<file path="src/rtl/core_seq_ctrl_pkg.sv">
// rtl/core_seq_ctrl_pkg.sv - shared state encoding, default widths and beat type for core_seq_ctrl
package core_seq_ctrl_pkg;

    // Default geometry; sized to match the core_top layer table.
    localparam int ADDR_W_DEF     = 10;
    localparam int CNT_W_DEF      = 12;
    localparam int NUM_LAYERS_DEF = 20;
    localparam int LAYER_W_DEF    = 5;

    typedef enum logic [2:0] {
        ST_IDLE      = 3'd0,
        ST_LOAD      = 3'd1,
        ST_RUN       = 3'd2,
        ST_WAIT_DONE = 3'd3,
        ST_NEXT      = 3'd4
    } seq_state_e;

    // One buffer read as seen by core_top once the data returns.
    typedef struct packed {
        logic vld;
        logic first;
        logic last;
    } seq_beat_t;

endpackage

</file>
<file path="src/rtl/core_seq_ctrl_if.sv">
// rtl/core_seq_ctrl_if.sv - host/buffer/core_top signal bundle for core_seq_ctrl
interface core_seq_ctrl_if
    import core_seq_ctrl_pkg::*;
#(
    parameter int ADDR_W  = ADDR_W_DEF,
    parameter int CNT_W   = CNT_W_DEF,
    parameter int LAYER_W = LAYER_W_DEF
) ();

    logic               i_Start;
    logic [CNT_W-1:0]   i_Num_Acc;
    logic [CNT_W-1:0]   i_Num_Tile;
    logic [ADDR_W-1:0]  i_Base_Addr;
    logic               i_Stall;
    logic               i_Layer_Done;

    logic               o_Rd_En;
    logic [ADDR_W-1:0]  o_Rd_Addr;
    logic               o_Core_Vld;
    logic               o_Sel_Bias;
    logic               o_Flush;
    logic [LAYER_W-1:0] o_Layer_Num;
    logic               o_Cfg_Req;
    logic               o_Busy;
    logic               o_Done;

    // The sequencer itself.
    modport slave (
        input  i_Start, i_Num_Acc, i_Num_Tile, i_Base_Addr, i_Stall, i_Layer_Done,
        output o_Rd_En, o_Rd_Addr, o_Core_Vld, o_Sel_Bias, o_Flush,
        output o_Layer_Num, o_Cfg_Req, o_Busy, o_Done
    );

    // Host / config / buffer side driving the sequencer.
    modport master (
        output i_Start, i_Num_Acc, i_Num_Tile, i_Base_Addr, i_Stall, i_Layer_Done,
        input  o_Rd_En, o_Rd_Addr, o_Core_Vld, o_Sel_Bias, o_Flush,
        input  o_Layer_Num, o_Cfg_Req, o_Busy, o_Done
    );

endinterface

</file>
<file path="src/rtl/core_seq_ctrl_seq_delay_line.sv">
// rtl/core_seq_ctrl_seq_delay_line.sv - registered pipe aligning read flags with buffer data
module seq_delay_line
    import core_seq_ctrl_pkg::*;
(
    input  logic clk_i,
    input  logic rst_i,
    input  logic vld_i,
    input  logic first_i,
    input  logic last_i,
    output logic vld_o,
    output logic first_o,
    output logic last_o
);

    seq_beat_t beat_q;
    seq_beat_t beat_d;

    // Pack the flags so extra stages can be added by widening this one register.
    always_comb begin
        beat_d       = '0;
        beat_d.vld   = vld_i;
        beat_d.first = first_i;
        beat_d.last  = last_i;
    end

    // One stage matches the single-cycle buffer read latency.
    always_ff @(posedge clk_i or posedge rst_i) begin
        if (rst_i) begin
            beat_q <= '0;
        end else begin
            beat_q <= beat_d;
        end
    end

    assign vld_o   = beat_q.vld;
    assign first_o = beat_q.first;
    assign last_o  = beat_q.last;

endmodule

</file>
<file path="src/rtl/core_seq_ctrl.sv">
// rtl/core_seq_ctrl.sv - layer/tile read sequencer feeding core_top
module core_seq_ctrl
    import core_seq_ctrl_pkg::*;
#(
    parameter int ADDR_W     = ADDR_W_DEF,
    parameter int CNT_W      = CNT_W_DEF,
    parameter int NUM_LAYERS = NUM_LAYERS_DEF,
    parameter int LAYER_W    = LAYER_W_DEF
) (
    input  logic          CLK,
    input  logic          RST,
    core_seq_ctrl_if.slave bus
);

    localparam logic [LAYER_W-1:0] LAST_LAYER = LAYER_W'(NUM_LAYERS - 1);

    seq_state_e         state_q, state_d;
    logic [CNT_W-1:0]   num_acc_q, num_acc_d;
    logic [CNT_W-1:0]   num_tile_q, num_tile_d;
    logic [CNT_W-1:0]   acc_cnt_q, acc_cnt_d;
    logic [CNT_W-1:0]   tile_cnt_q, tile_cnt_d;
    logic [ADDR_W-1:0]  addr_q, addr_d;
    logic [ADDR_W-1:0]  last_addr_q, last_addr_d;
    logic [LAYER_W-1:0] layer_q, layer_d;
    logic               cfg_req_q, cfg_req_d;
    logic               done_q, done_d;

    logic               rd_en;
    logic               rd_first;
    logic               rd_last;

    // Next-state and read-issue decode; counters only move on an issued read.
    always_comb begin
        state_d     = state_q;
        num_acc_d   = num_acc_q;
        num_tile_d  = num_tile_q;
        acc_cnt_d   = acc_cnt_q;
        tile_cnt_d  = tile_cnt_q;
        addr_d      = addr_q;
        last_addr_d = last_addr_q;
        layer_d     = layer_q;
        cfg_req_d   = 1'b0;
        done_d      = 1'b0;
        rd_en       = 1'b0;
        rd_first    = 1'b0;
        rd_last     = 1'b0;

        case (state_q)
            ST_IDLE: begin
                if (bus.i_Start) begin
                    layer_d   = '0;
                    cfg_req_d = 1'b1;
                    state_d   = ST_LOAD;
                end
            end

            ST_LOAD: begin
                num_acc_d  = bus.i_Num_Acc;
                num_tile_d = bus.i_Num_Tile;
                acc_cnt_d  = '0;
                tile_cnt_d = '0;
                addr_d     = bus.i_Base_Addr;
                // An empty layer produces nothing for core_top to finish, so skip the wait.
                if ((bus.i_Num_Acc == '0) || (bus.i_Num_Tile == '0)) begin
                    state_d = ST_NEXT;
                end else begin
                    state_d = ST_RUN;
                end
            end

            ST_RUN: begin
                if (!bus.i_Stall) begin
                    rd_en       = 1'b1;
                    rd_first    = (acc_cnt_q == '0);
                    rd_last     = (acc_cnt_q == num_acc_q - CNT_W'(1));
                    addr_d      = addr_q + ADDR_W'(1);
                    last_addr_d = addr_q;
                    if (rd_last) begin
                        acc_cnt_d  = '0;
                        tile_cnt_d = tile_cnt_q + CNT_W'(1);
                        if (tile_cnt_q == num_tile_q - CNT_W'(1)) begin
                            state_d = ST_WAIT_DONE;
                        end
                    end else begin
                        acc_cnt_d = acc_cnt_q + CNT_W'(1);
                    end
                end
            end

            ST_WAIT_DONE: begin
                if (bus.i_Layer_Done) begin
                    state_d = ST_NEXT;
                end
            end

            ST_NEXT: begin
                if (layer_q == LAST_LAYER) begin
                    done_d  = 1'b1;
                    layer_d = '0;
                    state_d = ST_IDLE;
                end else begin
                    layer_d   = layer_q + LAYER_W'(1);
                    cfg_req_d = 1'b1;
                    state_d   = ST_LOAD;
                end
            end

            default: begin
                state_d = ST_IDLE;
            end
        endcase
    end

    // State and datapath registers; reset aborts a run on the spot.
    always_ff @(posedge CLK or posedge RST) begin
        if (RST) begin
            state_q     <= ST_IDLE;
            num_acc_q   <= '0;
            num_tile_q  <= '0;
            acc_cnt_q   <= '0;
            tile_cnt_q  <= '0;
            addr_q      <= '0;
            last_addr_q <= '0;
            layer_q     <= '0;
            cfg_req_q   <= 1'b0;
            done_q      <= 1'b0;
        end else begin
            state_q     <= state_d;
            num_acc_q   <= num_acc_d;
            num_tile_q  <= num_tile_d;
            acc_cnt_q   <= acc_cnt_d;
            tile_cnt_q  <= tile_cnt_d;
            addr_q      <= addr_d;
            last_addr_q <= last_addr_d;
            layer_q     <= layer_d;
            cfg_req_q   <= cfg_req_d;
            done_q      <= done_d;
        end
    end

    seq_delay_line u_delay (
        .clk_i   (CLK),
        .rst_i   (RST),
        .vld_i   (rd_en),
        .first_i (rd_first),
        .last_i  (rd_last),
        .vld_o   (bus.o_Core_Vld),
        .first_o (bus.o_Sel_Bias),
        .last_o  (bus.o_Flush)
    );

    // Read strobe follows i_Stall in the same cycle; the address parks on the last read issued.
    assign bus.o_Rd_En     = rd_en;
    assign bus.o_Rd_Addr   = rd_en ? addr_q : last_addr_q;
    assign bus.o_Layer_Num = layer_q;
    assign bus.o_Cfg_Req   = cfg_req_q;
    assign bus.o_Busy      = (state_q != ST_IDLE);
    assign bus.o_Done      = done_q;

endmodule

</file>
<file path="src/flat_wrapper.sv">
// flat-port wrapper written by rule: the top's interface ports become plain ports
module core_seq_ctrl_flat import core_seq_ctrl_pkg::*;
#(
    parameter int ADDR_W     = ADDR_W_DEF,
    parameter int CNT_W      = CNT_W_DEF,
    parameter int NUM_LAYERS = NUM_LAYERS_DEF,
    parameter int LAYER_W    = LAYER_W_DEF
)
  (CLK, RST, bus_i_Start, bus_i_Num_Acc, bus_i_Num_Tile, bus_i_Base_Addr, bus_i_Stall, bus_i_Layer_Done, bus_o_Rd_En, bus_o_Rd_Addr, bus_o_Core_Vld, bus_o_Sel_Bias, bus_o_Flush, bus_o_Layer_Num, bus_o_Cfg_Req, bus_o_Busy, bus_o_Done);
  core_seq_ctrl_if #(.ADDR_W(ADDR_W), .CNT_W(CNT_W), .LAYER_W(LAYER_W)) bus_i ();
  input  logic CLK;
  input  logic RST;
  input wire logic [$bits(bus_i.i_Start)-1:0] bus_i_Start;
  input wire logic [$bits(bus_i.i_Num_Acc)-1:0] bus_i_Num_Acc;
  input wire logic [$bits(bus_i.i_Num_Tile)-1:0] bus_i_Num_Tile;
  input wire logic [$bits(bus_i.i_Base_Addr)-1:0] bus_i_Base_Addr;
  input wire logic [$bits(bus_i.i_Stall)-1:0] bus_i_Stall;
  input wire logic [$bits(bus_i.i_Layer_Done)-1:0] bus_i_Layer_Done;
  output wire logic [$bits(bus_i.o_Rd_En)-1:0] bus_o_Rd_En;
  output wire logic [$bits(bus_i.o_Rd_Addr)-1:0] bus_o_Rd_Addr;
  output wire logic [$bits(bus_i.o_Core_Vld)-1:0] bus_o_Core_Vld;
  output wire logic [$bits(bus_i.o_Sel_Bias)-1:0] bus_o_Sel_Bias;
  output wire logic [$bits(bus_i.o_Flush)-1:0] bus_o_Flush;
  output wire logic [$bits(bus_i.o_Layer_Num)-1:0] bus_o_Layer_Num;
  output wire logic [$bits(bus_i.o_Cfg_Req)-1:0] bus_o_Cfg_Req;
  output wire logic [$bits(bus_i.o_Busy)-1:0] bus_o_Busy;
  output wire logic [$bits(bus_i.o_Done)-1:0] bus_o_Done;
  assign bus_i.i_Start = bus_i_Start;
  assign bus_i.i_Num_Acc = bus_i_Num_Acc;
  assign bus_i.i_Num_Tile = bus_i_Num_Tile;
  assign bus_i.i_Base_Addr = bus_i_Base_Addr;
  assign bus_i.i_Stall = bus_i_Stall;
  assign bus_i.i_Layer_Done = bus_i_Layer_Done;
  assign bus_o_Rd_En = bus_i.o_Rd_En;
  assign bus_o_Rd_Addr = bus_i.o_Rd_Addr;
  assign bus_o_Core_Vld = bus_i.o_Core_Vld;
  assign bus_o_Sel_Bias = bus_i.o_Sel_Bias;
  assign bus_o_Flush = bus_i.o_Flush;
  assign bus_o_Layer_Num = bus_i.o_Layer_Num;
  assign bus_o_Cfg_Req = bus_i.o_Cfg_Req;
  assign bus_o_Busy = bus_i.o_Busy;
  assign bus_o_Done = bus_i.o_Done;
  core_seq_ctrl #(.ADDR_W(ADDR_W), .CNT_W(CNT_W), .NUM_LAYERS(NUM_LAYERS), .LAYER_W(LAYER_W)) u_core (.CLK(CLK), .RST(RST), .bus(bus_i));
endmodule
</file>
<file path="config.mk">
export PLATFORM = sky130hd
export DESIGN_NAME = core_seq_ctrl_flat
export DESIGN_NICKNAME = d
export VERILOG_FILES = /design/src/rtl/core_seq_ctrl_pkg.sv /design/src/rtl/core_seq_ctrl_if.sv /design/src/rtl/core_seq_ctrl_seq_delay_line.sv /design/src/rtl/core_seq_ctrl.sv /design/src/flat_wrapper.sv
export SDC_FILE = /design/constraint.sdc
export NUM_CORES = 1
export LEC_CHECK = 0
export BUFFER_PORTS_ARGS = -buffer_cell sky130_fd_sc_hd__buf_2
export CAP_MARGIN = 15
export CORE_UTILIZATION = 58
export CTS_BUF_LIST = sky130_fd_sc_hd__clkbuf_16
export DETAILED_ROUTE_END_ITERATION = 10
export GPL_TIMING_DRIVEN = 0
export PLACE_DENSITY = 0.89
export RECOVER_POWER = 100
export SLEW_MARGIN = 5
export SYNTH_ARGS = -nofsm -noshare
export SYNTH_HDL_FRONTEND = slang
export SYNTH_HIERARCHICAL = 1
export SYNTH_SLANG_ARGS = --single-unit
</file>
<file path="constraint.sdc">
create_clock -name CLK -period 3 [get_ports CLK]
set_clock_uncertainty 0.15 [all_clocks]
set_input_delay 0.15 -clock CLK [delete_from_list [all_inputs] [get_ports CLK]]
set_output_delay 0.15 -clock CLK [all_outputs]
set_load 0.01 [all_outputs]
</file>
## Word-level counts from Yosys, hierarchy flattened

Cells that the tools add are included.

| word-level totals | value |
|---|---|
| register bits after elaboration | 81 |
| bits in latches | 0 |
| bits in writable memories | 0 |
| memory bits (read-only) | 0 |
| input bits | 39 |
| logic and storage cells | 76 |
| memories | 0 |

| operators by class | value |
|---|---|
| $add $sub $neg | 6 |
| multiply operators | 0 |
| div/mod/pow operators | 0 |
| $lt $le $gt $ge | 0 |
| eq/ne operators | 12 |
| shift operators | 0 |
| mux-type cells | 31 |
| bitwise operators | 1 |
| reductions and logical operators | 13 |

Operator list:

| kind | number |
|---|---|
| $mux W12 | 4 |
| $pmux W12 S2 | 2 |
| $logic_not A12 Y1 | 3 |
| $add A12 B1 Y12 const B | 2 |
| $eq A12 B12 Y1 | 2 |
| $sub A12 B1 Y12 const B | 2 |
| $mux W10 | 2 |
| $pmux W10 S2 | 1 |
| $mux W3 | 6 |
| $pmux W3 S5 | 1 |
| $mux W1 | 11 |
| $add A10 B1 Y10 const B | 1 |
| $mux W5 | 2 |
| $pmux W5 S2 | 1 |
| $eq A3 B2 Y1 const B | 2 |
| $ne A2 B2 Y1 const B | 3 |
| $reduce_and A2 Y1 | 3 |
| $add A5 B1 Y5 const B | 1 |
| $eq A5 B5 Y1 const B | 1 |
| $reduce_and A5 Y1 | 1 |
| $ne A2 B1 Y1 const B | 2 |
| $reduce_bool A2 Y1 | 2 |
| $eq A3 B1 Y1 const B | 1 |
| $eq A3 B3 Y1 const B | 1 |
| other kinds (6) | 6 |

## Longest topological paths before layout

| depth | value |
|---|---|
| word-level depth | 6 |
| mapped depth | 10 |
| mapped depth without buffers | 9 |

## Modules after synthesis

The synthesis kept the hierarchy.

Modules (own cells, without submodules):

| module | instances | cells an instance | area an instance (um^2) | sequential area each (um^2) |
|---|---|---|---|---|
| core_seq_ctrl | 1 | 570 | 4677.0 | 1951.9 |
| seq_delay_line | 1 | 4 | 78.8 | 75.1 |

## Worst setup path before layout

Ideal clock, no wire load.

| timing path | value |
|---|---|
| kind | register to register |
| start | reg u_core.num_acc_q[0] |
| end | reg u_core.tile_cnt_q[11] |
| arrival | 2.313 ns |
| required time | 2.771 ns |
| slack | 0.458 ns |
| cell stages (with the launch flop) | 11 |
| path buffers | 1 |
| cell sequence | dfrtp_1 inv_1 ha_1 nor4b_1 nand2b_1 o32ai_1 a32oi_1 or3_4 buf_6 nor4_4 mux2i_1 |

| between the ends | value |
|---|---|
| word-level cells in the longest chain between the ends | 4 |

Ends and longest elaborated chain:

| item | line | text |
|---|---|---|
| start: declaration | core_seq_ctrl.sv:18 | `logic [CNT_W-1:0] num_acc_q, num_acc_d;` |
| start signal: assignment | core_seq_ctrl.sv:129 | `num_acc_q <= num_acc_d;` |
| $sub A12 B1 Y12 | core_seq_ctrl.sv:75 | `rd_last = (acc_cnt_q == num_acc_q - CNT_W'(1));` |
| $eq A12 B12 Y1 | core_seq_ctrl.sv:75 |  |
| $ne A2 B1 Y1 (no line) | n/a |  |
| $reduce_and A3 Y1 (no line) | n/a |  |
| end signal: assignment | core_seq_ctrl.sv:132 | `tile_cnt_q <= tile_cnt_d;` |
| end: declaration | core_seq_ctrl.sv:21 | `logic [CNT_W-1:0] tile_cnt_q, tile_cnt_d;` |

No other way between the ends.
A chain may end at the register's enable or synchronous reset.

## Worst setup path after layout

| timing path | value |
|---|---|
| start | reg u_core.num_acc_q[0] |
| end | reg u_core.tile_cnt_q[3] |

Same word-level chain as after synthesis.

==> impl_metrics.yaml <==
flow_run:
  cap_violations: 1
logic_synthesis:
  synth_area_leader_cell: "dfrtp_1"
  synth.top_cell.area_share_pct: 42.6
  yosysUniqueCellTypes: 59
  synth_area_per_cell_sq_um: 8.29
  ys_seq_area_share_pct: 42.6
  netlist_area_sq_mm: 0.00476
  synth_edf_count: 0
  ys_ff_latch: 81
  yosysWarningCount: 6
  synth_area_leaders: "dfrtp_1 43%, nand2_1 12%, o21ai_0 3.5%, xnor2_1 3.3%, a21oi_1 2.3%"
  ys.flop_type: "dfrtp_1"
  synthesis.nets: 620
  syn_inst: 574
  async_flop_share_pct: 100
timing:
  grt_setup_unrepaired: "false"
  layout_min_cycle_time_ps: 2840
  slew_violations: 65
  whs_ps: 5.37
  worst_slew_margin_rel_pct: -8.85
  max_freq_mhz: 353
  tightest_slew_ps: 1630
  setup_viol: 0
  period_share_pct: 94.6
  finalHoldViolCount: 0
grt:
  grtUsageTotal_pct: 32.1
  antenna_found_initial: 0
  grt_pass1_wl_microns: 21600
  overflow: 0
  grt_max_degree: 65
  grt_pass1_vias: 4714
finish:
  final_common_cell: "nand2_1"
  fillers: 588
  nNetsFinal: 723
  finalCoreUtilization_pct: 73.6
  final_layout_size_suffix_gt1_share_pct: 10.6
  area_delta_synth_final_pct: 21.5
  antenna_cells: 0
  layout_common_cells: "149 x nand2_1, 81 x dfrtp_1, 46 x clkbuf_1, 37 x buf_2, 33 x dlygate4sd3_1"
clock_tree:
  clkSlewWorstSetupHoldPaths_ps: 70
  clk_latency_ps: 340
  cts_setup_buffers: 0
  cts.sinks: 81
  clockRootBuffer: "clkbuf_16"
  cts_tree: "yes"
  clock_path_buffers: 2
  ctsHtreeMaxLevel: 3
  cts_buffers: 9
floorplan:
  initial_core_util_pct: 60.6
  die_y_microns: 92.6
  die_area_sq_mm: 0.00857
  rows: 32
  pin_count: 61
  die_w_microns: 92.6
  core_region_area_sq_mm: 0.00785
critical_path:
  cp.arrival_ps: 2900
  cp_max_fo: 10
  crit_type: "reg2reg"
  worstPathCellList: "inv_1 > ha_1 > nand2b_1 > o31a_1 > nor3_1 > nand4b_1 > or3_1 > buf_4 > o311ai_0 > nand2_1"
  startpoint: "u_core/num_acc_q[0]"
  endpoint_kind: "flip-flop"
  cp_data_required_time_ps: 3060
  timing.rr.start: "u_core/num_acc_q[0]"
  cp_slowest_cell: "or3_1"
  critPathMaxStageDelay_ps: 460
  cp-start-kind: "flip-flop"
placed_design:
  place_hpwl_microns: 8510
  gp_congestion: 0.906
  portBuffers: 60
routing:
  drc: 0
  routed_wl_microns: 13100
  first_pass_iters: 5
  routed_via_density: 6.04
  drt_first_iter_violations: 414
  ant_nets: 0
  num_vias: 4739
  detail_route.wl_per_cell_microns: 16.7
pwr:
  worst_ir_drop_vdd_uv: 661
  power.leakage_nw: 2.57
  powerDensity_mw_per_mm2: 927
outcome:
  violations: "capacitance limit, slew limit"
  status: "complete, but fails checks"
min_path:
  hold_path.class: "in2reg"
  min_from: "bus_i_Base_Addr[4]"
## state kept, by name, summed over array words and instances (netlist names), 3 cells and up
register and flops:
u_core/num_acc_q 12, u_core/bus.o_Layer_Num 5, u_core/acc_cnt_q 12, u_core/last_addr_q 10, u_core/state_q 3, u_core/addr_q 10, u_core/num_tile_q 12, u_core/tile_cnt_q 12
## path summary, 6_finish.rpt
kind                                           to  slack [ps]  cells past startpoint
hold / removal                   u_core/addr_q[4]           5                      3
min in group asynchronous  u_core/u_delay/first_o         110                      3
setup reg to reg             u_core/tile_cnt_q[3]         160                     10
setup / recovery             u_core/tile_cnt_q[3]         160                     10
hold reg to reg             u_core/last_addr_q[8]         320                      2
max in group asynchronous    u_core/num_tile_q[9]         460                      4
## cells in the mapped netlist (all sizes together), types with 3 or more instances
cell type and count:
nor2 27, o32ai 3, dfrtp 81, or2 3, nor2b 6, mux2i 10, nand3b 8, nand2b 14
xor2 9, xnor2 18, or3 3, nand4 6, clkbuf 26, nand3 19, o22ai 6, and3 8
a31oi 6, nor3b 3, a21oi 22, nor3 21, o21a 3, nand4b 3, ha 7, o221ai 8
inv 18, o21ai 33, nor4 16, nand2 149, buf 4, and2 6
## layout make-up
cell class	instances	area [sq um]	share of cell area, %
sequential	81	2030	35.1
timing repair buffer	95	611	10.6
clock buffer	9	225	3.90
clock inverter	7	53.8	0.931
buffer	27	125	2.17
tap	102	128	2.21
inverter	18	68.8	1.19
multi-input combinational	445	2540	44.0
## power breakdown
part / internal (mW) / leakage [nW] / total (mW) / switching (mW)
sequential: 1.47 / 1.04 / 1.87 / 0.395
clock: 0.568 / 0.129 / 1.05 / 0.481
combinational: 0.928 / 1.40 / 2.44 / 1.51
## per-stage QoR
| stage | worst slack (ps) | setup TNS [ps] | instances | power, mW | instance area (sq um) |
|---|---|---|---|---|---|
| after floorplan | 458 | 0 | 574 | 3.52 | 4760 |
| after global placement | -209 | -16040 | 736 | 4.08 | 5180 |
| after detailed placement | -158 | -1070 | 737 | 4.22 | 5210 |
| after CTS | 8.07 | 0 | 783 | 5.31 | 5810 |
| after global routing | 15.9 | 0 | 784 | 5.73 | 5780 |
| final | 163 | 0 | 784 | 5.35 | 5780 |
## layer usage
| layer | vias to the layer above | track usage [%] | wire, microns |
|---|---|---|---|
| li1 | 2211 | - | - |
| met1 | 2273 | 39.1 | 5450 |
| met2 | 222 | 54.9 | 6520 |
| met3 | 33 | 7.80 | 922 |
| met4 | 0 | 12.1 | 240 |
| met5 | - | 0 | 0 |
## what timing repair did
item	in CTS	in global routing
gates resized for setup	2	9
endpoints found under the hold margin	112	1
hold buffers	32	1
endpoints found under the setup margin	10	26
## logic make-up after synthesis
| kind of cell | share of synthesized area, % |
|---|---|
| AND/OR/NAND/NOR | 30.3 |
| AO/OA/AOI/OAI | 13.8 |
| flip-flops | 42.6 |
| buffers and inverters | 4.18 |
| XOR/XNOR | 4.97 |
| multiplexers | 2.34 |
| adder cells (fa/ha/maj) | 1.84 |
## critical path: cells and delay by family (launching register included)
kind,cells,cell delay (ps)
and+or+nand+nor,5,970
AOI/OAI and AO/OA,2,630
DFF,1,410
buffers and inverters,2,320
adders and majority gates,1,230
Note: power is estimated with default switching activity, not from simulation.
